File: src/rtl/led_pwm_driver.sv
// LED PWM output stage: shadow duties via valid/ready, committed to the active set at the frame boundary; o_led 1-cycle latency.
// Ready drops only in the commit cycle. Define LED_PWM_STAGGER_EN to offset channel k's phase by k*(PERIOD/CHANNELS).
module led_pwm_driver #(
    parameter int  CHANNELS = 4,
    parameter int  DUTY_W   = 8,
    parameter int  PRESCALE = 256,
    localparam int CH_W     = (CHANNELS > 1) ? $clog2(CHANNELS) : 1
) (
    input  logic                i_clk,
    input  logic                i_rst_n,
    input  logic                i_duty_valid,
    output logic                o_duty_ready,
    input  logic [CH_W-1:0]     i_duty_ch,
    input  logic [DUTY_W-1:0]   i_duty,
    output logic                o_frame_start,
    output logic [CHANNELS-1:0] o_led
);
    localparam int PERIOD = (1 << DUTY_W) - 1;
    localparam int PS_W   = (PRESCALE > 1) ? $clog2(PRESCALE) : 1;
    localparam int SUM_W  = DUTY_W + 1;
    localparam logic [PS_W-1:0]   PS_LAST  = PS_W'(PRESCALE - 1);
    localparam logic [DUTY_W-1:0] CNT_LAST = DUTY_W'(PERIOD - 1);

    logic [PS_W-1:0]     presc;
    logic [PS_W-1:0]     presc_nxt;
    logic [DUTY_W-1:0]   cnt;
    logic [DUTY_W-1:0]   cnt_nxt;
    logic                tick;
    logic                commit;
    logic                commit_ahead;
    logic                wr_en;
    logic [DUTY_W-1:0]   shadow [CHANNELS];
    logic [DUTY_W-1:0]   active [CHANNELS];
    logic [DUTY_W-1:0]   phase  [CHANNELS];
    logic [CHANNELS-1:0] led_nxt;

    assign tick      = (presc == PS_LAST);
    assign commit    = tick && (cnt == CNT_LAST);
    assign presc_nxt = tick ? '0 : presc + PS_W'(1);
    assign cnt_nxt   = commit ? '0 : (tick ? cnt + DUTY_W'(1) : cnt);
    assign wr_en     = i_duty_valid && o_duty_ready;

    // Ready is registered, so predict whether the coming cycle is the commit cycle.
    assign commit_ahead = (presc_nxt == PS_LAST) && (cnt_nxt == CNT_LAST);

    always_ff @(posedge i_clk or negedge i_rst_n) begin
        if (!i_rst_n) begin
            presc         <= '0;
            cnt           <= '0;
            o_duty_ready  <= 1'b0;
            o_frame_start <= 1'b0;
            o_led         <= '0;
        end else begin
            presc         <= presc_nxt;
            cnt           <= cnt_nxt;
            o_duty_ready  <= !commit_ahead;
            o_frame_start <= commit;
            o_led         <= led_nxt;
        end
    end

    // Writes cannot coincide with a commit since ready is low then; out-of-range channels match no slot.
    always_ff @(posedge i_clk or negedge i_rst_n) begin
        if (!i_rst_n) begin
            for (int k = 0; k < CHANNELS; k++) begin
                shadow[k] <= '0;
                active[k] <= '0;
            end
        end else begin
            for (int k = 0; k < CHANNELS; k++) begin
                if (wr_en && (i_duty_ch == CH_W'(k)))
                    shadow[k] <= i_duty;
                if (commit)
                    active[k] <= shadow[k];
            end
        end
    end

    for (genvar k = 0; k < CHANNELS; k++) begin : g_ch
`ifdef LED_PWM_STAGGER_EN
        localparam logic [SUM_W-1:0] OFF = SUM_W'(k * (PERIOD / CHANNELS));
        logic [SUM_W-1:0] sum;
        logic [SUM_W-1:0] wrapped;
        assign sum      = {1'b0, cnt} + OFF;
        assign wrapped  = sum - SUM_W'(PERIOD);
        assign phase[k] = (sum >= SUM_W'(PERIOD)) ? wrapped[DUTY_W-1:0] : sum[DUTY_W-1:0];
`else
        assign phase[k] = cnt;
`endif
        // cnt never reaches PERIOD, so duty PERIOD stays on through the wrap.
        assign led_nxt[k] = (phase[k] < active[k]);
    end

endmodule

File: config.mk
export PLATFORM = sky130hd
export DESIGN_NAME = led_pwm_driver
export DESIGN_NICKNAME = d
export VERILOG_FILES = /design/src/rtl/led_pwm_driver.sv
export SDC_FILE = /design/constraint.sdc
export NUM_CORES = 1
export LEC_CHECK = 0
export ABC_AREA = 1
export CORE_AREA = 10 10 114 116
export CTS_BUF_LIST = sky130_fd_sc_hd__clkbuf_16
export DETAILED_ROUTE_END_ITERATION = 10
export DIE_AREA = 0 0 124 126
export PLACE_DENSITY_LB_ADDON = 0.12
export SLEW_MARGIN = 20
export SYNTH_ARGS = -nofsm -noshare
export SYNTH_HDL_FRONTEND = slang
export SYNTH_SLANG_ARGS = --single-unit
File: constraint.sdc
create_clock -name i_clk -period 1.78 [get_ports i_clk]
set_clock_uncertainty 0.15 [all_clocks]
set_input_delay 0.356 -clock i_clk [delete_from_list [all_inputs] [get_ports i_clk]]
set_output_delay 0.356 -clock i_clk [all_outputs]
set_load 0.005 [all_outputs]
==> flow_summary.json <==
{
  "status": "finished, violations left",
  "violations": "negative setup slack",
  "cts.path.max_buffers": 2,
  "vias": 3223,
  "grt_max_degree": 59,
  "slew_viol_final": 0,
  "synth_warnings": 0,
  "hold_ws_ns": 0.332,
  "layout_common_cells": "nand2_1 (125), dfrtp_1 (86), inv_1 (71)",
  "drt-pass1-iter-count": 5,
  "min_period_ns": 1.81,
  "mappedNetlistNets": 529,
  "ant_nets": 0,
  "ir_drop_mv": 0.442,
  "mostFrequentLayoutCell": "nand2_1",
  "gp_congestion": 0.874,
  "grtUsageTotal": 0.125,
  "criticalPathCategory": "reg -> reg",
  "row_count": 38,
  "synth_ff_type": "dfrtp_1",
  "setup_viol": 1,
  "grt_pass1_vias": 3109,
  "antenna-diode-count": 0,
  "cp.required_ns": 1.86,
  "synth_area_mm2": 0.00424,
  "leakage_uw": 0.00262,
  "final.setup.tns_ns": -0.0279,
  "final_util": 0.493,
  "post_drt_wl_per_cell_um": 13.8,
  "powerDensity_mw_per_mm2": 825,
  "yosysUniqueCellTypes": 29,
  "period_share": 1.02,
  "core_area_mm2": 0.0107,
  "synth-edff-count": 0,
  "crit_arrival_ns": 1.89,
  "clockRootBuffer": "clkbuf_16",
  "syn_avg_cell_area_um2": 8.76,
  "cts.sinks": 86,
  "routed_wl_um": 9430,
  "ios": 19,
  "nets": 584,
  "finalWorstSetupSlack_ns": -0.0279,
  "fmax_mhz": 553,
  "cts_buffers": 9,
  "path_max_fanout": 5,
  "grt_pass1_wl_um": 15300,
  "relSlewSlack": 0.787,
  "drt-initial-drc-count": 151,
  "numPortBuffers": 18,
  "die-area_mm2": 0.0156,
  "endpoint_kind": "flop",
  "worstSkewPairLatency_ns": 0.34,
  "drcViolationCount": 0,
  "finalHoldViolCount": 0,
  "rrSetupSlack_ns": -0.03,
  "clk_pin_slew_worst_paths_ns": 0.07,
  "syn_inst": 484,
  "via_per_inst": 4.71,
  "tightest_slew_ns": 0.317,
  "grt_setup_unrepaired": "true",
  "ys_seq_area_frac": 0.508,
  "drive_above_1_share": 0.156,
  "drv_cap": 0,
  "synthArstFlopShare": 1.00,
  "cts_tree": "built",
  "cp-start-kind": "flop",
  "hpwl_um": 6820,
  "overflow": 0,
  "antenna_found_initial": 0,
  "start_util": 0.396,
  "h-tree-depth": 3,
  "die_y_um": 126,
  "hp-class": "reg -> reg",
  "die_w_um": 124,
  "area_growth_pct": 24.3,
  "synth_seq_cells": 86
}
[layout make-up]
class	instances	area [µm²]
clock buffer	9	225
sequential	86	2150
clock inverter	7	87.6
timing repair buffer	54	554
inverter	76	305
timing repair inverter	1	8.76
multi-input combinational	311	1760
fill	1034	5430
tap	140	175
[timing repair]
action                                  4_1_cts  5_1_grt
cloned                                        0        3
gates resized for setup                       3       25
pin swaps                                     0       11
hold endpoints to repair                     86        0
setup buffers                                 0        3
endpoints found under the setup margin        2       22
hold buffers                                  1        0
[sequential cells by signal, indices dropped and copies added, names as in the netlist]
register	cells
o_led	4
cnt	8
shadow	32
active	32
o_duty_ready	1
o_frame_start	1
presc	8
[routing by layer]
metal / up-vias / track usage / routed length, µm
met5: - / 0 / 0
met3: 16 / 0.0299 / 350
li1: 1655 / - / -
met1: 1506 / 0.173 / 4670
met2: 46 / 0.180 / 4220
met4: 0 / 0.0522 / 195
[power by group]
| part | internal [µW] | switching (µW) |
|---|---|---|
| Sequential | 2070 | 71.2 |
| Combinational | 88.0 | 134 |
| Clock | 1120 | 862 |
| Total | 3280 | 1070 |
[cells in the mapped netlist, types with 3 or more instances]
cell / count / area share
nand2_1: 128 / 0.11
dfrtp_1: 86 / 0.51
inv_1: 72 / 0.064
o21ai_0: 59 / 0.070
ha_1: 32 / 0.094
a21oi_1: 23 / 0.027
nor2_1: 19 / 0.017
nand3_1: 17 / 0.020
o21ai_2: 10 / 0.021
clkbuf_1: 4 / 0.0035
nand4_1: 4 / 0.0059
o21ai_1: 4 / 0.0047
buf_2: 3 / 0.0035
buf_8: 3 / 0.011
[logic make-up (layout without fill, tap and decap cells)]
family | count (synthesis) | in the layout | share of synthesized area
buffers and inverters | 87 | 147 | 0.0897
XOR/XNOR | 2 | 2 | 0.00413
flip-flops | 86 | 86 | 0.508
AO/OA/AOI/OAI | 98 | 98 | 0.126
AND/OR/NAND/NOR | 179 | 179 | 0.178
adder cells (fa/ha/maj) | 32 | 32 | 0.0945
[per-stage QoR]
step | setup slack, ns | instances | cell area [µm²] | power, µW
after floorplan | 0.0883 | 484 | 4240 | 2250
after global placement | 0.0321 | 661 | 4780 | 2390
after detailed placement | 0.0144 | 661 | 4780 | 2400
after CTS | 0.00196 | 678 | 5110 | 4380
after global routing | -0.119 | 684 | 5270 | 4520
final | -0.0279 | 684 | 5270 | 4350
[worst paths after layout]
kind / start / to / cells past startpoint
max: presc[1]$_DFF_PN0_ / o_duty_ready$_DFF_PN0_ / 11
min: active[8]$_DFFE_PN0P_ / active[8]$_DFFE_PN0P_ / 2
max reg2reg: presc[1]$_DFF_PN0_ / o_duty_ready$_DFF_PN0_ / 11
min reg2reg: active[8]$_DFFE_PN0P_ / active[8]$_DFFE_PN0P_ / 2
max in group asynchronous: i_rst_n / shadow[9]$_DFFE_PN0P_ / 3
min in group asynchronous: i_rst_n / presc[2]$_DFF_PN0_ / 3
[critical path: stages, from the launching register on]
cell and delay (ns):
dfrtp_1 0.37, ha_2 0.23, nand2_4 0.06, nor2_4 0.14
nand2_4 0.11, buf_6 0.15, nand2_1 0.08, nand3_2 0.08
nor2_1 0.11, nand2_1 0.07, nor2_1 0.10, nand2_1 0.05
(Power assumes the default switching activity.)
